`src/rtl/addsub_rr_sequencer.sv`:
```
// Round-robin sequencer sharing one combinational add/sub datapath between two requesters.
// Each operation runs accept -> execute -> respond, with a saturating overflow counter.
module addsub_rr_sequencer #(
  parameter int unsigned WIDTH  = 8,
  parameter bit          SAT_EN = 1'b0
) (
  input  logic             clk,
  input  logic             rst_n,
  input  logic             req0_valid,
  output logic             req0_ready,
  input  logic [WIDTH-1:0] req0_a,
  input  logic [WIDTH-1:0] req0_b,
  input  logic             req0_mode,
  input  logic             req1_valid,
  output logic             req1_ready,
  input  logic [WIDTH-1:0] req1_a,
  input  logic [WIDTH-1:0] req1_b,
  input  logic             req1_mode,
  output logic [WIDTH-1:0] au_a,
  output logic [WIDTH-1:0] au_b,
  output logic             au_mode,
  input  logic [WIDTH-1:0] au_result,
  input  logic             au_v,
  output logic             rsp_valid,
  input  logic             rsp_ready,
  output logic             rsp_id,
  output logic [WIDTH-1:0] rsp_result,
  output logic             rsp_v,
  output logic [7:0]       ovf_count
);

  typedef enum logic [1:0] {StIdle, StExec, StResp} state_e;

  localparam logic [WIDTH-1:0] SatPos = {1'b0, {(WIDTH-1){1'b1}}};
  localparam logic [WIDTH-1:0] SatNeg = {1'b1, {(WIDTH-1){1'b0}}};

  state_e           state_q, state_d;
  logic             last_grant_q, last_grant_d;
  logic             id_q, id_d;
  logic [WIDTH-1:0] au_a_q, au_a_d;
  logic [WIDTH-1:0] au_b_q, au_b_d;
  logic             au_mode_q, au_mode_d;
  logic             rsp_valid_q, rsp_valid_d;
  logic             rsp_id_q, rsp_id_d;
  logic [WIDTH-1:0] rsp_result_q, rsp_result_d;
  logic             rsp_v_q, rsp_v_d;
  logic [7:0]       ovf_count_q, ovf_count_d;

  logic grant;
  logic accept;

  // Arbitration: a lone requester always wins; a tie goes to whoever did not win last.
  always_comb begin
    grant = 1'b0;
    if (req0_valid && req1_valid) begin
      grant = ~last_grant_q;
    end else if (req1_valid) begin
      grant = 1'b1;
    end
    // rst_n gating keeps both readies low for the whole reset interval.
    accept     = rst_n && (state_q == StIdle) && (req0_valid || req1_valid);
    req0_ready = accept && !grant;
    req1_ready = accept && grant;
  end

  always_comb begin
    state_d      = state_q;
    last_grant_d = last_grant_q;
    id_d         = id_q;
    au_a_d       = au_a_q;
    au_b_d       = au_b_q;
    au_mode_d    = au_mode_q;
    rsp_valid_d  = rsp_valid_q;
    rsp_id_d     = rsp_id_q;
    rsp_result_d = rsp_result_q;
    rsp_v_d      = rsp_v_q;
    ovf_count_d  = ovf_count_q;

    unique case (state_q)
      StIdle: begin
        if (accept) begin
          au_a_d       = grant ? req1_a    : req0_a;
          au_b_d       = grant ? req1_b    : req0_b;
          au_mode_d    = grant ? req1_mode : req0_mode;
          id_d         = grant;
          last_grant_d = grant;
          state_d      = StExec;
        end
      end
      StExec: begin
        // Overflow comes from the datapath as-is; clamp direction follows operand A's sign.
        if (SAT_EN && au_v) begin
          rsp_result_d = au_a_q[WIDTH-1] ? SatNeg : SatPos;
        end else begin
          rsp_result_d = au_result;
        end
        rsp_v_d     = au_v;
        rsp_id_d    = id_q;
        rsp_valid_d = 1'b1;
        if (au_v && (ovf_count_q != 8'hFF)) begin
          ovf_count_d = ovf_count_q + 8'd1;
        end
        state_d = StResp;
      end
      StResp: begin
        if (rsp_ready) begin
          rsp_valid_d = 1'b0;
          state_d     = StIdle;
        end
      end
      default: begin
        state_d = StIdle;
      end
    endcase
  end

  always_ff @(posedge clk) begin
    if (!rst_n) begin
      state_q      <= StIdle;
      last_grant_q <= 1'b1;
      id_q         <= 1'b0;
      au_a_q       <= '0;
      au_b_q       <= '0;
      au_mode_q    <= 1'b0;
      rsp_valid_q  <= 1'b0;
      rsp_id_q     <= 1'b0;
      rsp_result_q <= '0;
      rsp_v_q      <= 1'b0;
      ovf_count_q  <= 8'd0;
    end else begin
      state_q      <= state_d;
      last_grant_q <= last_grant_d;
      id_q         <= id_d;
      au_a_q       <= au_a_d;
      au_b_q       <= au_b_d;
      au_mode_q    <= au_mode_d;
      rsp_valid_q  <= rsp_valid_d;
      rsp_id_q     <= rsp_id_d;
      rsp_result_q <= rsp_result_d;
      rsp_v_q      <= rsp_v_d;
      ovf_count_q  <= ovf_count_d;
    end
  end

  assign au_a       = au_a_q;
  assign au_b       = au_b_q;
  assign au_mode    = au_mode_q;
  assign rsp_valid  = rsp_valid_q;
  assign rsp_id     = rsp_id_q;
  assign rsp_result = rsp_result_q;
  assign rsp_v      = rsp_v_q;
  assign ovf_count  = ovf_count_q;

endmodule

```
`config.mk`:
```
export PLATFORM = sky130hd
export DESIGN_NAME = addsub_rr_sequencer
export DESIGN_NICKNAME = d
export VERILOG_FILES = /design/src/rtl/addsub_rr_sequencer.sv
export SDC_FILE = /design/constraint.sdc
export NUM_CORES = 1
export LEC_CHECK = 0
export BUFFER_PORTS_ARGS = -buffer_cell sky130_fd_sc_hd__buf_4
export CAP_MARGIN = 20
export CORE_AREA = 4 4 79 81
export CTS_BUF_LIST = sky130_fd_sc_hd__clkbuf_4 sky130_fd_sc_hd__clkbuf_8
export DETAILED_ROUTE_END_ITERATION = 8
export DIE_AREA = 0 0 83 85
export PLACE_DENSITY_LB_ADDON = 0.05
export SLEW_MARGIN = 5
export SYNTH_ARGS = -nofsm -noshare
export SYNTH_HDL_FRONTEND = slang
export SYNTH_SLANG_ARGS = --single-unit
export TNS_END_PERCENT = 50
```
`constraint.sdc`:
```
create_clock -name clk -period 3.8 [get_ports clk]
set_input_delay 0.76 -clock clk [delete_from_list [all_inputs] [get_ports clk]]
set_output_delay 0.76 -clock clk [all_outputs]
set_load 0.03 [all_outputs]
```
==> flow_metrics.env, run 1 <==
export IMPL_areaGrowthSynthToFinish_pct=41.0
export IMPL_drt_first_iter_violations=86
export IMPL_worstSkewPairLatency_ns=0.29
export IMPL_antenna_cells=0
export IMPL_cts_path_max_buffers=2
export IMPL_hold_buffers=0
export IMPL_die_w_um=83
export IMPL_fp_dieArea_mm2=0.00706
export IMPL_cellLeakagePower_nw=1.11
export IMPL_cts_resized=0
export IMPL_via_per_inst=5.03
export IMPL_avgRoutedWirePerCell_um=14.1
export IMPL_syn_instance_count=216
export IMPL_globalplace_congestion=0.776
export IMPL_grt_remaining_overflow=0
export IMPL_rsz0062_at_grt="no"
export IMPL_clk_sink_count=40
export IMPL_synth_largest_area_cell="dfxtp_1"
export IMPL_post_synth_main_area_contributors="dfxtp_1, nand2_1, a21oi_1"
export IMPL_first_pass_iters=4
export IMPL_floorplan_initialDensity_pct=33.8
export IMPL_nets=344
export IMPL_cp_required_ns=3.04
export IMPL_die_height_um=85
export IMPL_power_density_mw_per_mm2=392
export IMPL_final_period_utilization_pct=73.0
export IMPL_skew_ns=0.00659
export IMPL_detail_route_antenna_nets=0
export IMPL_clock_tree_from_tritoncts="done"
export IMPL_mostFrequentLayoutCell="buf_4"
export IMPL_startpoint_type="input port"
export IMPL_route_detailed_drc=0
export IMPL_drive_gt1_share_pct=37.2
export IMPL_io_buffer_count=85
export IMPL_irDropWorstVdd_mv=0.241
export IMPL_cts_root_buf="clkbuf_8"
export IMPL_grt_pass1_vias=1861
export IMPL_num_io_pins=86
export IMPL_fmax_ghz=0.360
export IMPL_summed_negative_setup_slack_over_all_endpoints_ns=0
export IMPL_crit_type="in -> out"
export IMPL_post_synth_top_area_fraction_pct=43.3
export IMPL_cts_setup_buffers=0
export IMPL_layout_cells_most_common_list="buf_4, nand2_1, dfxtp_1"
export IMPL_worst_slew_pin_slew_ns=0.846
export IMPL_yosysWarningCount=0
export IMPL_worstPathMaxFanout=14
export IMPL_design_core_area_mm2=0.00547
export IMPL_worst_ep_arrival_time_ns=2.02
export IMPL_clock_transition_at_the_registers_of_the_reported_paths_ns=0.08
export IMPL_finalWorstPathRequiredPeriod_ns=2.78
export IMPL_largest_net_degree_at_the_start_of_global_routing=20
export IMPL_synth_area_mm2=0.00185
export IMPL_synth_sequential_area_ratio_pct=43.3
export IMPL_timing_final_hold_violations=0
export IMPL_postSynthAreaPerCell_um2=8.56
export IMPL_hpwlAfterDp_um=3760
export IMPL_cts_inserted_buffers=5
export IMPL_worst_hold_path_type="reg -> reg"
export IMPL_maxSlewHeadroom_pct=43.6
export IMPL_vias=1852
export IMPL_worst_hold_slack_ns=0.454
export IMPL_report_final_slew_viol_count=0
export IMPL_synthesis_nets=265
export IMPL_max_cap_violations=0
export IMPL_setup_viol_count_final=0
export IMPL_first_pass_grt_wire_length_um=8780
export IMPL_grt_antenna_before_repair=0
export IMPL_yosys_register_bits=40
export IMPL_grt_usage_pct=14.7
export IMPL_routed_wirelength_um=5180
export IMPL_outcome="finished, final reports clean"
export IMPL_post_synth_num_cell_types=37
export IMPL_setup_worst_path_end_class="output pin"
export IMPL_placement_rows=27
export IMPL_cts_h_tree_depth=2
==> cells by family after synthesis <==
kind of cell               count (synthesis)  synth area share, %
AOI/OAI and AO/OA                         62                 25.7
buffers and inverters                     21                 5.89
DFF                                       40                 43.3
and+or+nand+nor                           88                 22.3
muxes                                      4                 2.17
adders and majority gates                  1                0.676
==> path summary, 6_finish.rpt <==
kind                      start             to  slack (ns)  depth (start not counted)
hold reg to reg   rsp_result[7]  rsp_result[7]        0.45                          2
hold / removal    rsp_result[7]  rsp_result[7]        0.45                          2
setup / recovery          rst_n     req1_ready        1.02                          5
setup reg to reg     state_q[0]        au_b[3]        1.64                          3
==> layout make-up <==
cell class                      count  area (µm²)
Clock inverter                      1        7.51
Tap cell                           72        90.1
Clock buffer                        7        90.1
Inverter                            5        18.8
Fill cell                         586        2870
Multi-Input combinational cell    155         940
Timing Repair Buffer               88         661
Sequential cell                    40         801
==> sequential cells by signal, summed over array words and instances (netlist names) <==
name          count
au_b              8
rsp_result        8
au_a              8
rsp_v             1
ovf_count         8
id_q              1
last_grant_q      1
rsp_valid         1
au_mode           1
rsp_id            1
state_q           2
==> per-layer routing <==
layer / global-route usage, % / vias up / wire (µm)
li1: - / 926 / -
met4: 4.16 / 0 / 61
met3: 5.73 / 6 / 415
met2: 25.4 / 65 / 2500
met1: 16.8 / 855 / 2200
met5: 0 / - / 0
==> through the flow <==
step                      setup WS, ns  power, W  instances  instance area, µm²  utilization, %
after CTS                         1.01   0.00104        368                2610            47.6
after global routing             0.867   0.00108        368                2610            47.6
after detailed placement         0.999  0.000732        360                2510            45.9
after global placement            1.03  0.000731        360                2510            45.9
final                             1.02   0.00102        368                2610            47.6
after floorplan                   1.50  0.000633        216                1850               -
==> synth_stat cells, drive strengths merged <==
master and number:
nand2b 4, a21oi 32, ha 1, nand3 5
a311oi 18, nor3b 1, nor3 1, a21bo 2
and3 3, o311a 1, o41ai 1, nand4 2
or2 1, a21boi 1, and3b 1, nand2 60
and2 1, nand3b 1, dfxtp 40, nor2 1
clkbuf 5, or3b 1, a211oi 2, buf 11
nor2b 2, and4 2, o311ai 1, a41oi 1
o21ai 2, o211ai 1, nor4 2, mux2i 4
inv 5
==> critical path: stages <==
cell	delay (ns)
buf_4	0.16
nor3b_2	0.59
nand3_1	0.24
inv_1	0.11
buf_4	0.16
==> power by group <==
group          total, W  internal (W)  leakage (nW)  switching, W
combinational  0.000249      0.000106         0.737      0.000143
clock          0.000305      0.000155        0.0479      0.000150
sequential     0.000470      0.000449         0.328     0.0000211
No activity file was read; power rests on OpenSTA's default activity.
==> run 2: changes to the inputs <==
Settings changed: ABC_AREA set to 1.
Clock period 3.8 ns to 2.6 ns, I/O delays scaled along.
==> run 2 against run 1 <==
Area after synthesis decreased by 1.8%. Global-route usage decreased by 1.4 points. Largest power group unchanged. Via count is essentially flat. Largest cell class unchanged. Cell count up 15%. Critical endpoint unchanged. Count of clock-buffer cells in the layout is 1 lower. Final area decreased by 1.5%. Core utilization decreased by 0.71 points. Wire length decreased by 9.6%. Clock power grew 31%. Combinational power up 34%. Clock skew fell by 0.0024 ns. Die area unchanged.
==> flow_metrics.env, run 2 <==
export IMPL_finish_utilization_pct=46.9
export IMPL_minimum_setup_slack_after_placement_ns=0.473
export IMPL_via_per_inst=4.38
export IMPL_ys_top_cells_by_count="nand2_1, dfxtp_1, nor2_1"
export IMPL_hold_buffers=0
export IMPL_cts_setup_buffers=0
export IMPL_design_core_area_mm2=0.00547
export IMPL_areaGrowthSynthToFinish_pct=41.4
export IMPL_post_synth_num_cell_types=26
export IMPL_worst_hold_path_type="in -> reg"
export IMPL_setup_worst_path_end_class="output pin"
export IMPL_vias=1853
export IMPL_skew_ns=0.00415
export IMPL_die_w_um=83
export IMPL_worstPathMaxFanout=19
export IMPL_fmax_ghz=0.473
export IMPL_avgRoutedWirePerCell_um=11.1
export IMPL_irDropWorstVdd_mv=0.203
export IMPL_nets=400
export IMPL_cts_h_tree_depth=2
export IMPL_cts_resized=0
export IMPL_grt_usage_pct=13.3
export IMPL_clock_tree_from_tritoncts="done"
export IMPL_worst_hold_slack_ns=0.414
export IMPL_max_cap_violations=0
export IMPL_post_synth_top_area_fraction_pct=44.1
export IMPL_routed_wirelength_um=4680
export IMPL_worst_slew_pin_slew_ns=0.317
export IMPL_clk_sink_count=40
export IMPL_grt_remaining_overflow=0
export IMPL_synth_edff_count=0
export IMPL_clock_transition_at_the_registers_of_the_reported_paths_ns=0.07
export IMPL_mostFrequentLayoutCell="nand2_1"
export IMPL_hpwlAfterDp_um=3570
export IMPL_first_pass_grt_wire_length_um=7860
export IMPL_ys_async_sr_fraction_pct=0
export IMPL_finalWorstPathRequiredPeriod_ns=2.12
export IMPL_summed_negative_setup_slack_over_all_endpoints_ns=0
export IMPL_globalplace_congestion=0.802
export IMPL_synthesis_nets=316
export IMPL_cts_path_max_buffers=2
export IMPL_num_io_pins=86
export IMPL_yosysWarningCount=0
export IMPL_maxSlewHeadroom_pct=78.8
export IMPL_final_period_utilization_pct=81.4
export IMPL_timing_final_hold_violations=0
export IMPL_post_synth_main_area_contributors="dfxtp_1, nand2_1, nor2_1"
export IMPL_syn_instance_count=267
export IMPL_floorplan_initialDensity_pct=33.2
export IMPL_cts_root_buf="clkbuf_8"
export IMPL_fillers=616
export IMPL_route_detailed_drc=0
export IMPL_layout_cells_most_common_list="nand2_1, buf_4, dfxtp_1"
export IMPL_grt_antenna_before_repair=0
export IMPL_io_buffer_count=85
export IMPL_synth_most_common_cell="nand2_1"
export IMPL_synth_area_mm2=0.00182
export IMPL_worstSkewPairLatency_ns=0.28
export IMPL_cellLeakagePower_nw=1.25
export IMPL_yosys_register_bits=40
export IMPL_antenna_cells=0
export IMPL_placement_rows=27
export IMPL_power_density_mw_per_mm2=548
export IMPL_stdcell_area_mm2=0.00257
export IMPL_grt_pass1_vias=1755
export IMPL_fp_dieArea_mm2=0.00706
export IMPL_synth_flop_cell="dfxtp_1"
export IMPL_die_height_um=85
export IMPL_worst_slack_ns=0.484
export IMPL_crit_type="in -> out"
export IMPL_drive_gt1_share_pct=29.9
export IMPL_cts_inserted_buffers=5
export IMPL_postSynthAreaPerCell_um2=6.80
export IMPL_setup_viol_count_final=0
export IMPL_outcome="finished, final reports clean"
export IMPL_largest_net_degree_at_the_start_of_global_routing=20
export IMPL_startpoint_type="input port"
export IMPL_drt_first_iter_violations=56
export IMPL_cp_required_ns=2.08
export IMPL_detail_route_antenna_nets=0
export IMPL_first_pass_iters=4
export IMPL_worst_ep_arrival_time_ns=1.60
export IMPL_place_area_mm2=0.00249
export IMPL_synth_sequential_area_ratio_pct=44.1
export IMPL_synth_largest_area_cell="dfxtp_1"
export IMPL_rsz0062_at_grt="no"
export IMPL_report_final_slew_viol_count=0
-- run 2: routing by layer --
layer  up-vias  routed length [µm]  track usage (%)
met3         6                 453             5.63
met1       784                2130             16.1
met5         -                   0                0
li1       1002                   -                -
met2        61                2040             21.6
met4         0                  61             3.57
-- run 2: final timing paths --
check | start | endpoint | slack (ns) | cells after the start
setup / recovery | req0_valid | req1_ready | 0.48 | 7
hold / removal | rsp_ready | rsp_valid | 0.41 | 2
setup reg to reg | ovf_count[0] | ovf_count[7] | 1.21 | 8
hold reg to reg | au_a[5] | au_a[5] | 0.47 | 2
-- run 2: worst max-delay path, stage by stage --
cell     delay [ns]
buf_4          0.11
nand2_1        0.07
nand2_2        0.20
inv_2          0.31
nand2_1        0.16
inv_1          0.07
buf_4          0.15
-- run 2: area by class of cell --
type                            count  area, µm²  area share [%]
Multi-Input combinational cell    202        885            34.4
Sequential cell                    40        801            31.2
Timing Repair Buffer               87        653            25.4
Tap cell                           72       90.1            3.51
Clock buffer                        6       76.3            2.97
Inverter                           15       58.8            2.29
Clock inverter                      1       5.00           0.195
-- run 2: power by group --
part / total, W / leakage, nW / switching [W] / internal (W)
logic: 0.000333 / 0.881 / 0.000196 / 0.000137
registers: 0.000675 / 0.327 / 0.0000220 / 0.000653
clock network: 0.000401 / 0.0445 / 0.000208 / 0.000193
total: 0.00141 / 1.25 / 0.000425 / 0.000983
-- run 2: through the flow --
step | total power (W) | std cells
3_5_place_dp | 0.00103 | 416
2_1_floorplan | 0.000894 | 267
4_1_cts | 0.00143 | 423
6_report | 0.00141 | 423
5_1_grt | 0.00149 | 423
3_3_place_gp | 0.00103 | 416
-- run 2: kinds of logic (layout without fill, tap and decap cells) --
logic type	Yosys count	count (layout)	synth area share, %
AOI/OAI and AO/OA	34	34	9.71
xor gates and xnor gates	1	1	0.482
adders and majority gates	1	1	0.689
buffers and inverters	25	109	7.23
DFF	40	40	44.1
and+or+nand+nor	166	166	37.8
==> run 3: changes to the inputs <==
Clock period 2.6 ns to 2 ns, I/O delays scaled along.
==> run 3 against run 2 <==
Core utilization increased by 1.1 points. Setup slack got worse by 0.34 ns. Non-clock buffer count up 3. Largest cell class unchanged. Clock power is 73% higher. Critical endpoint unchanged. Register-to-register slack got worse by 0.60 ns. Count of clock-buffer cells in the layout stayed put. Via count shrank 0.81%. Sequential share of layout area is 0.74 points lower.
==> flow_metrics.env, run 3 (synthesis results as in run 2) <==
export IMPL_worstPathMaxFanout=19
export IMPL_reg2reg_depth=8
export IMPL_outcome="finished, final reports clean"
export IMPL_met3_usage_pct=5.83
export IMPL_vias=1838
export IMPL_cts_resized=0
export IMPL_fmax_ghz=0.540
export IMPL_fp_dieArea_mm2=0.00706
export IMPL_worst_hold_slack_ns=0.286
export IMPL_power_density_mw_per_mm2=765
export IMPL_route_detailed_drc=0
export IMPL_setup_worst_path_start="state_q[0]"
export IMPL_finalWorstPathRequiredPeriod_ns=1.85
export IMPL_worst_slew_pin_slew_ns=0.293
export IMPL_worstSkewPairLatency_ns=0.29
export IMPL_setup_worst_path_end_class="output pin"
export IMPL_drt_first_iter_violations=42
export IMPL_routed_wirelength_um=4660
export IMPL_crit_end="req1_ready"
export IMPL_timing_critical_path_buf_inv=3
export IMPL_worst_hold_path_type="in -> reg"
export IMPL_design_core_area_mm2=0.00547
export IMPL_antenna_cells=0
export IMPL_hold_path_startpoint="rsp_ready"
export IMPL_clock_tree_from_tritoncts="done"
export IMPL_drive_gt1_share_pct=30.7
export IMPL_final_period_utilization_pct=92.6
export IMPL_grt_busiest_layer="met2"
export IMPL_die_height_um=85
export IMPL_timing_critical_path_cells="nor2_1 -> nand3_2 -> inv_4 -> nand2_1 -> inv_1 -> buf_4"
export IMPL_crit_type="reg -> out"
export IMPL_largest_net_degree_at_the_start_of_global_routing=20
export IMPL_layout_cells_non_filler=427
export IMPL_floorplan_initialDensity_pct=33.2
export IMPL_io_buffer_count=85
export IMPL_clk_sink_count=40
export IMPL_use_met2_pct=21.6
export IMPL_summed_negative_setup_slack_over_all_endpoints_ns=0
export IMPL_instance_count_along_the_most_critical_hold_path=2
export IMPL_standard_cell_with_the_maximum_stage_delay_on_the_critical_path="dfxtp_1"
export IMPL_max_cap_violations=0
export IMPL_grt_pass1_vias=1697
export IMPL_detail_route_antenna_nets=0
export IMPL_setup_viol_count_final=0
export IMPL_via_per_inst=4.30
export IMPL_first_pass_grt_wire_length_um=7800
export IMPL_crit_reg2reg_capture="ovf_count[7]"
export IMPL_num_io_pins=86
export IMPL_grt_remaining_overflow=0
export IMPL_cts_setup_buffers=0
export IMPL_layout_cells_most_common_list="nand2_1, buf_4, dfxtp_1"
export IMPL_grt_antenna_before_repair=0
export IMPL_hpwlAfterDp_um=3510
export IMPL_irDropWorstVdd_mv=0.306
export IMPL_placement_rows=27
export IMPL_area_occupied_by_registers_um2=801
export IMPL_worst_path_stages=6
export IMPL_flop2flop_setup_slack_ns=0.61
export IMPL_areaGrowthSynthToFinish_pct=44.8
export IMPL_cp_required_ns=1.60
export IMPL_cp_top_family="buffers and inverters"
export IMPL_startpoint_type="flop"
export IMPL_globalplace_congestion=0.769
export IMPL_die_w_um=83
export IMPL_first_pass_iters=4
export IMPL_rsz0062_at_grt="no"
export IMPL_multiInputGateArea_um2=885
export IMPL_worst_ep_arrival_time_ns=1.45
export IMPL_finish_utilization_pct=48.1
export IMPL_clock_transition_at_the_registers_of_the_reported_paths_ns=0.08
export IMPL_cellLeakagePower_nw=1.28
export IMPL_avgRoutedWirePerCell_um=10.9
export IMPL_report_final_slew_viol_count=0
export IMPL_cts_inserted_buffers=5
export IMPL_timing_final_hold_violations=0
export IMPL_mostFrequentLayoutCell="nand2_1"
export IMPL_maxSlewHeadroom_pct=80.3
export IMPL_skew_ns=0.00513
export IMPL_crit_path_max_incr_delay_ns=0.33
export IMPL_grt_usage_pct=13.3
export IMPL_cts_path_max_buffers=2
export IMPL_timing_rr_start="ovf_count[0]"
export IMPL_nets=403
export IMPL_cts_root_buf="clkbuf_8"
export IMPL_hold_buffers=0
export IMPL_dp_cells=419
export IMPL_fillers=588
export IMPL_gr_usage_met1_pct=16.0
export IMPL_cts_h_tree_depth=2
run 3: cell types whose count changed in the layout (fill, tap and decap cells not counted):
cell / before / now
buf_4: 87 / 90
clkbuf_8: 5 / 6
bufinv_16: 0 / 1
clkinv_2: 1 / 0
clkinv_4: 0 / 1
clkbuf_4: 1 / 0
run 3: how the worst min path moves through the flow:
stage / endpoint / slack (ns)
final: rsp_valid / 0.29
after CTS: rsp_valid / 0.27
after global placement: au_b[2] / 0.45
after floorplan: id_q / 0.44
after global routing: rsp_valid / 0.28
after detailed placement: au_b[3] / 0.46
run 3: where the power goes:
| part | leakage, nW | internal [W] | switching (W) |
|---|---|---|---|
| logic | 0.896 | 0.000183 | 0.000257 |
| registers | 0.327 | 0.000849 | 0.0000291 |
| clock network | 0.0614 | 0.000408 | 0.000287 |
| total | 1.28 | 0.00144 | 0.000572 |
run 3: metal layers:
metal | routed length (µm) | share of wire [%]
met4 | 47 | 1.0
met3 | 398 | 8.5
met2 | 2070 | 44
met5 | 0 | 0
met1 | 2140 | 46
run 3: final cells by class:
class	instances	share of cell area [%]
well taps	72	3.42
flip-flops and latches	40	30.4
multi-input cells	202	33.6
clock buffers	6	3.14
inverters	15	2.23
clock inverters	2	1.47
repair buffers	90	25.7
run 3: through the flow:
step / worst slack (ns) / power, W / cell area [µm²]
floorplan: 0.376 / 0.00116 / 1820
global placement: 0.317 / 0.00134 / 2510
detailed placement: 0.307 / 0.00134 / 2510
CTS: 0.126 / 0.00205 / 2630
global route: 0.00807 / 0.00213 / 2630
finish: 0.148 / 0.00201 / 2630
